File: config.mk
export PLATFORM = sky130hd
export DESIGN_NAME = fb_wr_sched
export DESIGN_NICKNAME = d
export VERILOG_FILES = /design/src/rtl/fb_wr_sched.sv
export SDC_FILE = /design/constraint.sdc
export NUM_CORES = 1
export LEC_CHECK = 0
export BUFFER_PORTS_ARGS = -buffer_cell sky130_fd_sc_hd__buf_4
export CORE_ASPECT_RATIO = 0.6
export CORE_UTILIZATION = 40
export CTS_CLUSTER_SIZE = 10
export DETAILED_ROUTE_END_ITERATION = 6
export GPL_ROUTABILITY_DRIVEN = 0
export PLACE_DENSITY = 0.83
export SETUP_SLACK_MARGIN = 0.05
export SLEW_MARGIN = 30
export SYNTH_ARGS = -nofsm -noshare
export SYNTH_HDL_FRONTEND = slang
export SYNTH_SLANG_ARGS = --single-unit
File: constraint.sdc
create_clock -name clk_i -period 1.5 [get_ports clk_i]
set_clock_uncertainty 0.15 [all_clocks]
set_input_delay 0.075 -clock clk_i [delete_from_list [all_inputs] [get_ports clk_i]]
set_output_delay 0.075 -clock clk_i [all_outputs]
set_load 0.01 [all_outputs]
File: src/rtl/fb_wr_sched.sv
// fb_wr_sched: write-port scheduler for the YUV422 framebuffer BRAM.
//
// Shares the single BRAM write port between two valid/ready requesters
// (A: host pixel writer, B: secondary writer) with round-robin arbitration,
// and contains a fill engine that writes a constant word to every line.
//
// Ports:
//   clk_i, rst_i            clock, asynchronous active-high reset
//   a_valid_i/a_addr_i/a_data_i, a_ready_o   requester A handshake
//   b_valid_i/b_addr_i/b_data_i, b_ready_o   requester B handshake
//   fill_start_i, fill_data_i                fill request and fill word
//   fill_busy_o, fill_done_o                 fill status (done is a 1-cycle pulse)
//   wr_addr_o, wr_d_o, wr_en_o               registered BRAM write port
module fb_wr_sched #(
    parameter int LINES = 16,
    parameter int DW    = 32,
    localparam int AW   = $clog2(LINES)
) (
    input  logic          clk_i,
    input  logic          rst_i,
    input  logic          a_valid_i,
    input  logic [AW-1:0] a_addr_i,
    input  logic [DW-1:0] a_data_i,
    output logic          a_ready_o,
    input  logic          b_valid_i,
    input  logic [AW-1:0] b_addr_i,
    input  logic [DW-1:0] b_data_i,
    output logic          b_ready_o,
    input  logic          fill_start_i,
    input  logic [DW-1:0] fill_data_i,
    output logic          fill_busy_o,
    output logic          fill_done_o,
    output logic [AW-1:0] wr_addr_o,
    output logic [DW-1:0] wr_d_o,
    output logic          wr_en_o
);

    localparam logic [AW-1:0] LAST_ADDR = AW'(LINES - 1);

    typedef enum logic {ST_ARB, ST_FILL} state_t;

    state_t        r_state;
    state_t        w_state_nxt;
    logic          r_last_b;      // 1: B was granted most recently
    logic          w_grant_a;
    logic          w_grant_b;
    logic          w_fill_go;
    logic          w_fill_last;
    logic [AW-1:0] r_wr_addr;
    logic [DW-1:0] r_wr_d;
    logic          r_wr_en;
    logic          r_busy;
    logic          r_done;

    always_ff @(posedge clk_i or posedge rst_i) begin
        if (rst_i) begin
            r_state <= ST_ARB;
        end else begin
            r_state <= w_state_nxt;
        end
    end

    always_comb begin
        w_state_nxt = r_state;
        w_grant_a   = 1'b0;
        w_grant_b   = 1'b0;
        w_fill_go   = 1'b0;
        w_fill_last = 1'b0;
        case (r_state)
            ST_ARB: begin
                if (fill_start_i) begin
                    w_fill_go   = 1'b1;
                    w_state_nxt = ST_FILL;
                end else if (a_valid_i && (!b_valid_i || r_last_b)) begin
                    w_grant_a = 1'b1;
                end else if (b_valid_i) begin
                    w_grant_b = 1'b1;
                end
            end
            ST_FILL: begin
                // wr_addr_o doubles as the fill counter: it holds the address
                // currently being written, so it never passes LINES-1.
                if (r_wr_addr == LAST_ADDR) begin
                    w_fill_last = 1'b1;
                    w_state_nxt = ST_ARB;
                end
            end
            default: w_state_nxt = ST_ARB;
        endcase
    end

    assign a_ready_o = w_grant_a;
    assign b_ready_o = w_grant_b;

    always_ff @(posedge clk_i or posedge rst_i) begin
        if (rst_i) begin
            r_last_b  <= 1'b1;
            r_wr_en   <= 1'b0;
            r_wr_addr <= '0;
            r_wr_d    <= '0;
            r_busy    <= 1'b0;
            r_done    <= 1'b0;
        end else begin
            r_done <= w_fill_last;
            if (w_fill_go) begin
                // wr_d_o captures the fill word here and is left untouched
                // for the rest of the fill.
                r_wr_en   <= 1'b1;
                r_wr_addr <= '0;
                r_wr_d    <= fill_data_i;
                r_busy    <= 1'b1;
            end else if (r_state == ST_FILL) begin
                if (w_fill_last) begin
                    r_wr_en <= 1'b0;
                    r_busy  <= 1'b0;
                end else begin
                    r_wr_en   <= 1'b1;
                    r_wr_addr <= r_wr_addr + AW'(1);
                end
            end else if (w_grant_a) begin
                r_wr_en   <= 1'b1;
                r_wr_addr <= a_addr_i;
                r_wr_d    <= a_data_i;
                r_last_b  <= 1'b0;
            end else if (w_grant_b) begin
                r_wr_en   <= 1'b1;
                r_wr_addr <= b_addr_i;
                r_wr_d    <= b_data_i;
                r_last_b  <= 1'b1;
            end else begin
                r_wr_en <= 1'b0;
            end
        end
    end

    assign wr_en_o     = r_wr_en;
    assign wr_addr_o   = r_wr_addr;
    assign wr_d_o      = r_wr_d;
    assign fill_busy_o = r_busy;
    assign fill_done_o = r_done;

endmodule

### Word-level counts from Yosys, hierarchy flattened

Index checks and enable logic that the tools add are counted.

| cells by class | value |
|---|---|
| order comparisons | 0 |
| add/sub/neg operators | 1 |
| divide/modulo/power cells | 0 |
| reductions and logical operators | 12 |
| bitwise operators | 2 |
| eq/ne operators | 3 |
| $mul | 0 |
| shift-type cells | 0 |
| muxes and demuxes | 32 |

Operators with widths:

| operator | count |
|---|---|
| 32-bit two-way mux | 4 |
| 1-bit two-way mux | 22 |
| 4-bit two-way mux | 5 |
| 2-bit AND reduction | 3 |
| 2-bit nonzero test | 3 |
| 4-bit by 1-bit adder with 4-bit output (second input constant) | 1 |
| 4-bit equality test (second input constant) | 1 |
| 4-bit nonzero test | 1 |
| 3-bit != test (second input constant) | 1 |
| 3-bit AND reduction | 1 |
| 3-bit nonzero test | 1 |
| 2-bit by 1-bit != test with 1-bit output (second input constant) | 1 |
| 1-bit NOT | 2 |
| 1-bit one-hot mux with 2 select lines | 1 |
| 1-bit logical AND | 1 |
| 1-bit logical NOT | 1 |
| 1-bit logical OR | 1 |

| word-level totals | value |
|---|---|
| logic and storage cells | 57 |
| bits in read-only memories | 0 |
| latch bits | 0 |
| input bits | 109 |
| memories | 0 |
| memory bits (writable) | 0 |
| register bits | 41 |

### Longest topological paths before layout

| logic depth | value |
|---|---|
| depth after elaboration | 10 |
| depth in mapped cells | 7 |
| mapped depth without buffers | 5 |

### Worst setup path after synthesis

Ideal clock, no wire load.

| path | value |
|---|---|
| path type | flip-flop to flip-flop |
| start | register r_last_b |
| end | register r_wr_d[21], in the netlist wr_d_o[21] |
| buffers on the path | 2 |
| period minus slack after synthesis | 1.597 ns |
| stages on the path, launching flop included | 7 |
| data required time | 1.258 ns |
| arrival time | 1.356 ns |
| path slack | -0.097 ns |
| setup time | 0.092 ns |
| path through | dfstp_2 nand2b_2 buf_6 buf_6 a41oi_1 a21boi_1 o31ai_2 |

| on the way | value |
|---|---|
| word-level cells in the longest chain between the ends | 8 |
| elaborated cells on any way between the ends | 13 |
| classes of those cells | mux: 9; reduce/logical: 4 |

Ends and longest elaborated chain:

| element | line | source |
|---|---|---|
| start: declaration | 44 | `logic r_last_b;` |
| start signal: assignment | 97 | `r_last_b <= 1'b1;` |
| start signal: assignment | 124 | `r_last_b <= 1'b0;` |
| start signal: assignment | 129 | `r_last_b <= 1'b1;` |
| 1-bit logical OR * | 74 | `end else if (a_valid_i && (!b_valid_i \|\| r_last_b)) begin` |
| 1-bit logical AND * | 74 |  |
| 1-bit two-way mux | 74 |  |
| 1-bit two-way mux | 71 | `if (fill_start_i) begin` |
| 1-bit two-way mux | 69 | `case (r_state)` |
| 32-bit two-way mux | 120 | `end else if (w_grant_a) begin` |
| 32-bit two-way mux | 112 | `end else if (r_state == ST_FILL) begin` |
| 32-bit two-way mux | 105 | `if (w_fill_go) begin` |
| end signal: assignment | 110 | `r_wr_d <= fill_data_i;` |
| end signal: assignment | 123 | `r_wr_d <= a_data_i;` |
| end signal: assignment | 128 | `r_wr_d <= b_data_i;` |
| end: declaration | 50 | `logic [DW-1:0] r_wr_d;` |

Mark *: on every way between the ends. The rest lies on a longest branch, timed or not. The select of a mux whose other input is x is not followed.
A chain may end at the register's enable or synchronous reset.

### Worst setup path in the final report

| path | value |
|---|---|
| start | register r_last_b |
| end | output a_ready_o |

| on the way | value |
|---|---|
| word-level cells in the longest chain between the ends | 5 |

Ends and longest elaborated chain:

| element | line | source |
|---|---|---|
| 1-bit logical OR | 74 |  |
| 1-bit logical AND | 74 |  |
| 1-bit two-way mux | 74 |  |
| 1-bit two-way mux | 71 |  |
| 1-bit two-way mux | 69 |  |
| end: declaration | 24 | `output logic a_ready_o,` |

No other way between the ends.

==> impl_summary.txt <==
----------------------------------------------------
[Run status]
  Outcome ... finished, violations left
  Violated checks ... setup timing

[Flow run]
  Number of max-cap violations ... 0

[Setup path]
  R2r setup slk ... -170 ps
  Data required time at the worst endpoint ... 1270 ps
  CP Max Fanout ... 6
  Classification of the worst setup path ... reg -> out
  Critical Path AT ... around 1500 ps
  Critical path endpoint category ... output pin
  CP startpoint kind ... flip-flop
  Worst Reg2Reg Path Length in Cells ... 7
  R2R Path End ... wr_d_o[12]
  FF-to-FF Start ... r_state

[Synthesis]
  Library cell with the largest summed area after synthesis ... sky130_fd_sc_hd__dfrtp_1
  Top cell type's share of synthesized area ... about 38%
  Top cells by count, synth ... sky130_fd_sc_hd__dfrtp_1, sky130_fd_sc_hd__nor2_1, sky130_fd_sc_hd__nand2_1
  Fraction of synthesis flops using an asynchronous set or reset pin ... 100.0%
  Net Count, Synth ... 386
  Most common cell in the netlist ... sky130_fd_sc_hd__dfrtp_1
  Number of flops mapped to enable cells by yosys ... 0
  Gate count after technology mapping ... roughly 280
  Number of register bits inferred by synthesis ... 41
  Sequential element share of the synthesized area ... between 30 and 40%
  Number of warnings reported in the yosys synthesis log ... 0
  Synthesized area per cell ... slightly below 10 um2
  Count of unique library cells instantiated by Yosys ... 36
  Synth Cell Area ... between 2000 and 3000 um2
  Top cells by area, synth ... sky130_fd_sc_hd__dfrtp_1, sky130_fd_sc_hd__o31ai_2, sky130_fd_sc_hd__a41oi_1
  Prevailing post-synth register cell ... sky130_fd_sc_hd__dfrtp_1

[Global route]
  Final global-route overflow total ... 0
  Via count of the first global-routing pass ... ~3.2k
  Pin count of the biggest net entering global routing ... 33
  Global-route wire length before repair ... about 16000 um
  Total GRT Usage ... slightly above 30%
  Antenna violations before repair ... 0

[Timing]
  Smallest hold slack ... around 76 ps
  Setup repair after global routing missed its margin ... yes
  Post-route worst setup slack ... -173.5 ps
  Count of final hold-check violations ... 0
  Highest Clock Rate ... 597.5 MHz
  Pins over their slew limit ... 0
  Transition at the pin with the smallest max-transition slack ... between 300 and 400 ps
  Worst max-slew margin expressed relative to the limit ... approximately four fifths
  Final cycle utilization of the critical path ... 111.6%
  Number of setup violations in the final report ... 36
  Minimum clock period after layout ... roughly 1700 ps
  Total negative slack for setup checks ... -4419 ps

[Clocking]
  Deepest level of the CTS H-tree ... 2
  Number of buffers on the longest clock path ... 2
  Clock sink count ... 41
  Worst skew pair latency ... 290 ps
  Number of buffers inserted during clock tree synthesis ... 5
  Clock tree from TritonCTS ... done
  Root Buffer Master ... sky130_fd_sc_hd__clkbuf_8
  Reg clk slew, reported paths ... around 80 ps

[Final layout]
  Area growth, synth to finish ... 100.2%
  Non-Filler Instances ... 603
  Multi-input gate area in the final layout ... 1639 um2
  Final layout net count ... approximately 630
  FILL cells ... between 300 and 400
  Flip-flop and latch area ... slightly above 1000 um2
  Layout cells sized above 1 ... 55.02%
  Final Instance Area ... 5341 um2

[Die]
  Number of placement rows ... 22
  Top-level I/O count ... 150
  Die X-Extent ... 107.4 um
  Starting density of the core ... a little over two fifths
  DIE HEIGHT ... 65.26 um
  Core footprint ... 6276 um2
  DIE AREA ... around 7000 um2

[Place]
  Placed cell count ... a little over 500
  Cell area after placement ... 4184 um2
  Half-perimeter wire length after placement ... just over 6000 um
  Buffers added on ports ... 149

[Route]
  DRC Markers ... 0
  Initial drt markers ... around 240
  Vias ... approximately 3.3k
  Vias per cell ... 5.534
  First-pass DRT Iterations ... 5
  Total length of routed wires ... 11290 um
  Average detailed-routed wire length per instance ... around 19 um
  Count of antenna-violating nets left after detailed routing ... 0

[Power]
  Tot Pwr ... 0.007664 W
  Ratio of total power to cell area ... between 1000 and 1500 nW/um2
  Leakage power figure ... about 2.4 nW
  Maximum vdd ir drop ... roughly 900 uV

[Hold path]
  Worst Min Path Start ... a_addr_i[3]
  Sink of the worst hold path ... wr_addr_o[3]
  Type of the worst min-delay path ... in -> reg
  Number of cells on the worst hold path ... 4

----------------------------------------------------
cells by family (layout without fill, tap and decap cells):
logic type	after synthesis	after routing	synth area share [%]
AO/OA/AOI/OAI	114	114	38.32
AND/OR/NAND/NOR	80	80	12.66
flip-flops	41	41	38.51
buffers and inverters	37	279	9.006
XOR/XNOR	2	2	0.6568
adder cells (fa/ha/maj)	1	1	0.4690
multiplexers	1	1	0.3752
other	0	1	0
layer usage:
metal	track usage, %	share of wire [%]	up-vias
li1	-	-	1513
met4	6.849	0.60	0
met5	0	0	-
met2	53.71	49	204
met3	5.853	8.5	11
met1	38.86	42	1609
per-stage QoR:
step | setup WS (ps) | util (%)
after global placement | -50.42 | 66.67
after detailed placement | -102.9 | 66.67
after floorplan | -67.32 | -
after global routing | -237.8 | 85.07
after CTS | -169.1 | 82.36
final | -173.5 | 85.11
sequential cells by signal, summed over array words and instances, names as in the netlist:
| signal | count |
|---|---|
| fill_busy_o | 1 |
| wr_en_o | 1 |
| fill_done_o | 1 |
| r_last_b | 1 |
| wr_d_o | 32 |
| r_state | 1 |
| wr_addr_o | 4 |
worst max-delay path, stage by stage (launching register included):
cell	delay, ps
sky130_fd_sc_hd__dfstp_2	530
sky130_fd_sc_hd__nand2b_4	200
sky130_fd_sc_hd__nand3_4	140
sky130_fd_sc_hd__inv_4	100
sky130_fd_sc_hd__buf_6	90
sky130_fd_sc_hd__buf_6	80
repair_timing:
item                       4_1_cts  5_1_grt
hold buffers                    69        1
pin swaps                        6       14
setup endpoints to repair       38       38
resized for setup               15       25
cloned                           3        2
setup buffers                   10        9
hold endpoints to repair        75        1
layout make-up:
cell class / instances / share of cell area [%]
clock buffers: 8 / 1.687
well taps: 84 / 1.968
flip-flops and latches: 41 / 19.26
repair buffers: 265 / 45.89
multi-input cells: 198 / 30.69
inverters: 6 / 0.4685
diodes: 1 / 0.04685
how the worst max path moves through the flow:
stage	startpoint	to	depth (start not counted)
global route	r_state	wr_d_o[12]	7
floorplan	r_last_b	wr_d_o[21]	6
finish	r_last_b	a_ready_o	5
detailed placement	r_last_b	wr_d_o[2]	5
CTS	r_state	wr_d_o[2]	6
global placement	r_last_b	wr_d_o[30]	5
report_power, final:
group | total, W | internal, W | switching, W
Sequential | 0.00203 | 0.00167 | 0.000363
Combinational | 0.00486 | 0.00262 | 0.00224
Clock | 0.000772 | 0.000376 | 0.000395
cell usage in the layout, fill, tap and decap left out, types with 2 or more instances in the layout:
cell,count
sky130_fd_sc_hd__a41oi_1,23
sky130_fd_sc_hd__a21boi_1,4
sky130_fd_sc_hd__o31ai_2,30
sky130_fd_sc_hd__nor2_1,36
sky130_fd_sc_hd__clkbuf_8,6
sky130_fd_sc_hd__clkbuf_16,2
sky130_fd_sc_hd__a21oi_1,2
sky130_fd_sc_hd__dlygate4sd3_1,70
sky130_fd_sc_hd__nand2_1,34
sky130_fd_sc_hd__dfrtp_1,39
sky130_fd_sc_hd__buf_12,15
sky130_fd_sc_hd__buf_4,163
sky130_fd_sc_hd__buf_8,2
sky130_fd_sc_hd__inv_1,4
sky130_fd_sc_hd__a21boi_2,29
sky130_fd_sc_hd__a41oi_2,9
sky130_fd_sc_hd__o31ai_1,3
sky130_fd_sc_hd__nand2b_1,2
sky130_fd_sc_hd__a31oi_1,3
sky130_fd_sc_hd__buf_6,13
sky130_fd_sc_hd__clkbuf_1,2
(Power assumes the default switching activity.)
